## config.mk

```make
export PLATFORM = sky130hd
export DESIGN_NAME = rand_way_picker
export DESIGN_NICKNAME = d
export VERILOG_FILES = /design/src/rtl/rand_way_picker.sv
export SDC_FILE = /design/constraint.sdc
export NUM_CORES = 1
export LEC_CHECK = 0
export CELL_PAD_IN_SITES_DETAIL_PLACEMENT = 1
export CELL_PAD_IN_SITES_GLOBAL_PLACEMENT = 1
export CORE_MARGIN = 5
export CORE_UTILIZATION = 44
export DETAILED_ROUTE_END_ITERATION = 10
export PLACE_DENSITY_LB_ADDON = 0.1
export SYNTH_ARGS = -nofsm -noshare
export SYNTH_HDL_FRONTEND = slang
export SYNTH_SLANG_ARGS = --single-unit
```

## constraint.sdc

```tcl
create_clock -name clk -period 5.7 [get_ports clk]
set_clock_uncertainty 0.15 [all_clocks]
set_input_delay 0.855 -clock clk [delete_from_list [all_inputs] [get_ports clk]]
set_output_delay 0.855 -clock clk [all_outputs]
set_load 0.01 [all_outputs]
```

## src/rtl/rand_way_picker.sv

```systemverilog
// Replacement victim picker: buffers one 64-bit LFSR word and hands out IDX_W-bit slices,
// preferring invalid ways and skipping locked ones.
module rand_way_picker #(
    parameter int unsigned WAYS = 4,
    localparam int unsigned IDX_W = $clog2(WAYS),
    localparam int unsigned SLICES = 64 / IDX_W
) (
    input  logic             clk,
    input  logic             rst_n,
    input  logic [63:0]      lfsr_i,
    output logic             update_o,
    input  logic             req_valid,
    output logic             req_ready,
    input  logic [WAYS-1:0]  valid_mask,
    input  logic [WAYS-1:0]  lock_mask,
    output logic             resp_valid,
    input  logic             resp_ready,
    output logic [IDX_W-1:0] resp_way,
    output logic             resp_invalid,
    output logic             resp_all_locked
);

    localparam logic [6:0] IDX_W7  = 7'(IDX_W);
    localparam logic [6:0] SLICES7 = 7'(SLICES);

    typedef enum logic [1:0] {EMPTY, ACTIVE, RESP} state_t;

    state_t           r_state;
    logic [63:0]      r_pool;
    logic [6:0]       r_slice_cnt;
    logic             r_update;
    logic             r_req_ready;
    logic             r_resp_valid;
    logic [IDX_W-1:0] r_resp_way;
    logic             r_resp_invalid;
    logic             r_resp_all_locked;

    logic [WAYS-1:0]  w_free;
    logic             w_all_locked;
    logic [63:0]      w_shifted;
    logic [IDX_W-1:0] w_cand;
    logic [IDX_W-1:0] w_free_way;
    logic [IDX_W-1:0] w_scan_way;

    assign w_free       = ~valid_mask & ~lock_mask;
    assign w_all_locked = &lock_mask;
    // Leftover bits above SLICES*IDX_W are never reached since slice_cnt < SLICES here.
    assign w_shifted    = r_pool >> (r_slice_cnt * IDX_W7);
    assign w_cand       = w_shifted[IDX_W-1:0];

    always_comb begin
        w_free_way = '0;
        for (int i = WAYS - 1; i >= 0; i--) begin
            if (w_free[i]) begin
                w_free_way = IDX_W'(i);
            end
        end
    end

    // Upward scan from the candidate; IDX_W-bit addition wraps modulo WAYS.
    always_comb begin
        logic [IDX_W-1:0] w_idx;
        logic             w_found;
        w_scan_way = w_cand;
        w_idx      = w_cand;
        w_found    = 1'b0;
        for (int k = 0; k < WAYS; k++) begin
            w_idx = w_cand + IDX_W'(k);
            if (!w_found && !lock_mask[w_idx]) begin
                w_scan_way = w_idx;
                w_found    = 1'b1;
            end
        end
    end

    always_ff @(posedge clk or negedge rst_n) begin
        if (!rst_n) begin
            r_state           <= EMPTY;
            r_pool            <= '0;
            r_slice_cnt       <= '0;
            r_update          <= 1'b0;
            r_req_ready       <= 1'b0;
            r_resp_valid      <= 1'b0;
            r_resp_way        <= '0;
            r_resp_invalid    <= 1'b0;
            r_resp_all_locked <= 1'b0;
        end else begin
            r_update <= 1'b0;
            unique case (r_state)
                EMPTY: begin
                    r_pool      <= lfsr_i;
                    r_slice_cnt <= '0;
                    r_update    <= 1'b1;
                    r_req_ready <= 1'b1;
                    r_state     <= ACTIVE;
                end
                ACTIVE: begin
                    if (req_valid) begin
                        r_req_ready       <= 1'b0;
                        r_resp_valid      <= 1'b1;
                        r_resp_invalid    <= 1'b0;
                        r_resp_all_locked <= 1'b0;
                        r_state           <= RESP;
                        if (|w_free) begin
                            r_resp_way     <= w_free_way;
                            r_resp_invalid <= 1'b1;
                        end else if (w_all_locked) begin
                            r_resp_way        <= '0;
                            r_resp_all_locked <= 1'b1;
                        end else begin
                            r_resp_way  <= w_scan_way;
                            r_slice_cnt <= r_slice_cnt + 7'd1;
                        end
                    end
                end
                RESP: begin
                    if (resp_ready) begin
                        r_resp_valid <= 1'b0;
                        if (r_slice_cnt == SLICES7) begin
                            r_state <= EMPTY;
                        end else begin
                            r_state     <= ACTIVE;
                            r_req_ready <= 1'b1;
                        end
                    end
                end
                default: r_state <= EMPTY;
            endcase
        end
    end

    assign update_o        = r_update;
    assign req_ready       = r_req_ready;
    assign resp_valid      = r_resp_valid;
    assign resp_way        = r_resp_way;
    assign resp_invalid    = r_resp_invalid;
    assign resp_all_locked = r_resp_all_locked;

endmodule
```

==> impl_metrics.prom <==
# TYPE chip_impl_metric gauge
chip_impl_info{name="result_of_the_run",value="finished clean"} 1
chip_impl_metric{name="worst_slew_pin_slew",unit="ns"} 1.01
chip_impl_metric{name="max-clock-path-buffers",unit=""} 2
chip_impl_metric{name="synth_mux_area_share",unit="%"} 28.0
chip_impl_metric{name="insertedDiodeCount",unit=""} 0
chip_impl_metric{name="total_leakage_power",unit="nW"} 1.96
chip_impl_metric{name="detailroute.via_count",unit=""} 2607
chip_impl_info{name="synth_common_cells",value="sky130_fd_sc_hd__dfrtp_1 (80), sky130_fd_sc_hd__mux2_2 (66), sky130_fd_sc_hd__nand2_1 (21)"} 1
chip_impl_metric{name="avgSynthCellArea",unit="um2"} 13.3
chip_impl_info{name="synth_most_common_cell",value="sky130_fd_sc_hd__dfrtp_1"} 1
chip_impl_metric{name="compound_gate_portion_of_the_synthesized_area",unit="%"} 7.11
chip_impl_metric{name="peakVddDrop",unit="V"} 0.000195
chip_impl_metric{name="antenna_violating_nets_post_route",unit=""} 0
chip_impl_metric{name="yosys.area_share.xor_xnor",unit="%"} 0.918
chip_impl_metric{name="synth_sequential_area_ratio",unit="%"} 52.4
chip_impl_metric{name="i_o_pin_cnt",unit=""} 83
chip_impl_metric{name="cts.reportedPaths.clkPinSlew",unit="ns"} 0.08
chip_impl_info{name="critical_path.slowest_cell",value="sky130_fd_sc_hd__clkdlybuf4s50_1"} 1
chip_impl_metric{name="area_growth_from_synthesis_to_layout",unit="%"} 28.4
chip_impl_info{name="start_kind",value="input port"} 1
chip_impl_metric{name="postSynthNetCount",unit=""} 366
chip_impl_metric{name="timing.slew.headroom",unit="%"} 32.9
chip_impl_info{name="synth.area.top_cells",value="sky130_fd_sc_hd__dfrtp_1 (52%), sky130_fd_sc_hd__mux2_2 (19%), sky130_fd_sc_hd__mux4_2 (5.9%)"} 1
chip_impl_metric{name="final.period_utilization",unit="%"} 51.5
chip_impl_metric{name="mapped_cell_area",unit="mm2"} 0.00382
chip_impl_metric{name="synth_edf_count",unit=""} 0
chip_impl_metric{name="async_reset_ff_share",unit="%"} 100
chip_impl_metric{name="numCtsBuffers",unit=""} 9
chip_impl_metric{name="drc",unit=""} 0
chip_impl_metric{name="worstPathBufferInverterCount",unit=""} 1
chip_impl_metric{name="maximum_fanout_encountered_on_the_critical_timing_path",unit=""} 9
chip_impl_metric{name="die_width",unit="um"} 103
chip_impl_metric{name="gp_congestion",unit=""} 0.742
chip_impl_metric{name="fp.coreArea",unit="mm2"} 0.00859
chip_impl_metric{name="required",unit="ns"} 5.82
chip_impl_metric{name="dp_hpwl",unit="um"} 6240
chip_impl_info{name="top_flip_flop_cell_by_instance_count_after_synthesis",value="sky130_fd_sc_hd__dfrtp_1"} 1
chip_impl_metric{name="std_cell_rows",unit=""} 34
chip_impl_metric{name="yosys.cell_types.count",unit=""} 46
chip_impl_metric{name="synth_simple_gate_area_share",unit="%"} 8.06
chip_impl_metric{name="yosys_register_bits",unit=""} 80
chip_impl_metric{name="grt_util_all_layers",unit="%"} 17.6
chip_impl_metric{name="cts.htree.levels",unit=""} 3
chip_impl_metric{name="floorplan.die_area",unit="mm2"} 0.0106
chip_impl_metric{name="grt_start_max_net_pins",unit=""} 81
chip_impl_metric{name="report.power.total",unit="mW"} 2.37
chip_impl_metric{name="post_route_cells_drive_above_1_share",unit="%"} 27.7
chip_impl_metric{name="first_iter_violations",unit=""} 53
chip_impl_metric{name="fillCellCount",unit=""} 876
chip_impl_metric{name="grt_overflow_total",unit=""} 0
chip_impl_info{name="worst-setup-path-type",value="input port to register"} 1
chip_impl_metric{name="cts_resized",unit=""} 0
chip_impl_metric{name="r2r_cells",unit=""} 8
chip_impl_metric{name="grt_pass1_vias",unit=""} 2885
chip_impl_metric{name="final_design_utilization",unit="%"} 57.0
chip_impl_metric{name="worstSkewPairLatency",unit="ns"} 0.35
chip_impl_metric{name="report.final.slew_viol_count",unit=""} 0
chip_impl_metric{name="grt_first_pass_wirelength",unit="um"} 14200
chip_impl_metric{name="yosysWarnings",unit=""} 0
chip_impl_metric{name="seqCellArea",unit="mm2"} 0.00200
chip_impl_info{name="worst_path_dominant_cell_family",value="simple AND/OR/NAND/NOR gates"} 1
chip_impl_metric{name="drt-wirelength-per-cell",unit="um"} 18.1
chip_impl_metric{name="detail_route.vias_per_cell",unit=""} 5.43
chip_impl_metric{name="max_freq",unit="GHz"} 0.340
chip_impl_metric{name="setup_viol",unit=""} 0
chip_impl_info{name="cp-end-kind",value="register"} 1
chip_impl_metric{name="place.port_buffers",unit=""} 82
chip_impl_metric{name="timing_hold_violations_final",unit=""} 0
chip_impl_metric{name="power-per-cell-area",unit="mW/mm2"} 483
chip_impl_metric{name="clock_period_minus_final_worst_setup_slack",unit="ns"} 2.94
chip_impl_metric{name="drt_wl_total",unit="um"} 8690
chip_impl_metric{name="multi_input_area",unit="mm2"} 0.00172
chip_impl_metric{name="timing.critical_path.arrival",unit="ns"} 3.06
chip_impl_metric{name="synthCells",unit=""} 288
chip_impl_info{name="synth_top_family_by_area",value="multiplexers"} 1
chip_impl_metric{name="drt_pass1_iterations",unit=""} 4
chip_impl_metric{name="number_of_buffers_inserted_by_hold_repair_at_cts",unit=""} 0
chip_impl_metric{name="final_net_count",unit=""} 446
chip_impl_metric{name="critical_path_stages",unit=""} 8
chip_impl_metric{name="die_height",unit="um"} 103
chip_impl_info{name="post-synth-top-area-cell",value="sky130_fd_sc_hd__dfrtp_1"} 1
chip_impl_info{name="unrepaired_setup_endpoints_after_global_routing",value="no"} 1
chip_impl_metric{name="grt_antenna_before_repair",unit=""} 0
chip_impl_metric{name="max_stage_delay",unit="ns"} 0.64
chip_impl_metric{name="cts_setup_buffers",unit=""} 0
chip_impl_info{name="tritoncts_clock_tree",value="done"} 1
chip_impl_info{name="cts-root-buf",value="sky130_fd_sc_hd__clkbuf_8"} 1
chip_impl_metric{name="hold_path_stages",unit=""} 2
chip_impl_info{name="worst_hold_class",value="register to register"} 1
chip_impl_info{name="cp_cell_sequence",value="clkdlybuf4s50_1 -> o22ai_1 -> nor2_1 -> nand3_1 -> a21oi_1 -> nand3_1 -> or3_1 -> a21oi_1"} 1
chip_impl_metric{name="start_util",unit="%"} 44.4
chip_impl_metric{name="synth.top_cell.area_share",unit="%"} 52.4
chip_impl_metric{name="synth-adder-area-share",unit="%"} 0.656
chip_impl_metric{name="reported_max_cap_violation_count",unit=""} 0
chip_impl_metric{name="tritoncts_num_sinks",unit=""} 80
chip_impl_metric{name="setup-tns-final",unit="ns"} 0
## registers in the layout, indices dropped and copies added, names as in the netlist
name / flops
r_pool: 64
r_slice_cnt: 7
r_state: 2
req_ready: 1
resp_all_locked: 1
resp_invalid: 1
resp_valid: 1
resp_way: 2
update_o: 1
## cell usage in the layout (no fill, tap or decap), types with 4 or more instances in the layout
master / instances
sky130_fd_sc_hd__xor2_1: 4
sky130_fd_sc_hd__dfrtp_1: 80
sky130_fd_sc_hd__buf_4: 4
sky130_fd_sc_hd__clkdlybuf4s50_1: 81
sky130_fd_sc_hd__nor2b_1: 4
sky130_fd_sc_hd__a21oi_1: 5
sky130_fd_sc_hd__nand2_1: 21
sky130_fd_sc_hd__clkbuf_8: 9
sky130_fd_sc_hd__nor2_1: 16
sky130_fd_sc_hd__mux4_2: 10
sky130_fd_sc_hd__mux2_2: 66
sky130_fd_sc_hd__o21ai_0: 10
## cells by family (layout without fill, tap and decap cells)
logic type                 after synthesis  count (layout)
adders and majority gates                2               2
xor gates and xnor gates                 4               4
AOI/OAI and AO/OA                       38              38
DFF                                     80              80
muxes                                   82              82
and+or+nand+nor                         62              62
buffers and inverters                   20             104
## power by group
part | switching (mW) | internal [mW] | leakage [nW]
Combinational | 0.399 | 0.584 | 0.914
Clock | 0.204 | 0.198 | 0.0948
Sequential | 0.143 | 0.838 | 0.954
Total | 0.745 | 1.62 | 1.96
## worst register-to-register path, cell delays in order (launching register included)
cell and delay (ns):
sky130_fd_sc_hd__dfrtp_1 0.37, sky130_fd_sc_hd__buf_4 0.24, sky130_fd_sc_hd__mux4_1 0.39, sky130_fd_sc_hd__nor2_1 0.04
sky130_fd_sc_hd__o311a_1 0.36, sky130_fd_sc_hd__a311oi_2 0.44, sky130_fd_sc_hd__nor3b_2 0.25, sky130_fd_sc_hd__o31ai_1 0.09
sky130_fd_sc_hd__a22o_1 0.18
## worst paths after layout
check / startpoint / slack, ns / to
max in group asynchronous: rst_n / 4.23 / r_pool[60]
min in group asynchronous: rst_n / 0.51 / update_o
worst min register to register: resp_invalid / 0.34 / resp_invalid
worst max register to register: r_slice_cnt[1] / 3.07 / resp_way[1]
worst min-delay path: resp_invalid / 0.34 / resp_invalid
worst max-delay path: lock_mask[1] / 2.76 / r_slice_cnt[6]
## layer usage
metal	up-vias	global-route usage [%]	share of wire (%)
li1	1206	-	-
met1	1342	21.2	42
met2	49	31.2	53
met3	10	3.25	3.6
met4	0	6.87	1.5
met5	-	0	0
## area by class of cell
cell class / count / share of cell area [%]
clock inverters: 6 / 1.25
well taps: 108 / 2.76
multi-input cells: 188 / 35.0
inverters: 4 / 0.459
clock buffers: 9 / 2.53
flip-flops and latches: 80 / 40.8
repair buffers: 85 / 17.2
## through the flow
step / instance area (um2) / hold WS [ns] / setup WS [ns] / std cells
global placement: 4720 / 0.327 / 2.49 / 465
finish: 4900 / 0.339 / 2.76 / 480
CTS: 4900 / 0.350 / 2.77 / 480
detailed placement: 4720 / 0.333 / 2.43 / 465
floorplan: 3820 / 0.322 / 3.23 / 288
global route: 4900 / 0.376 / 2.56 / 480
Power figures use the tool's default switching activity.
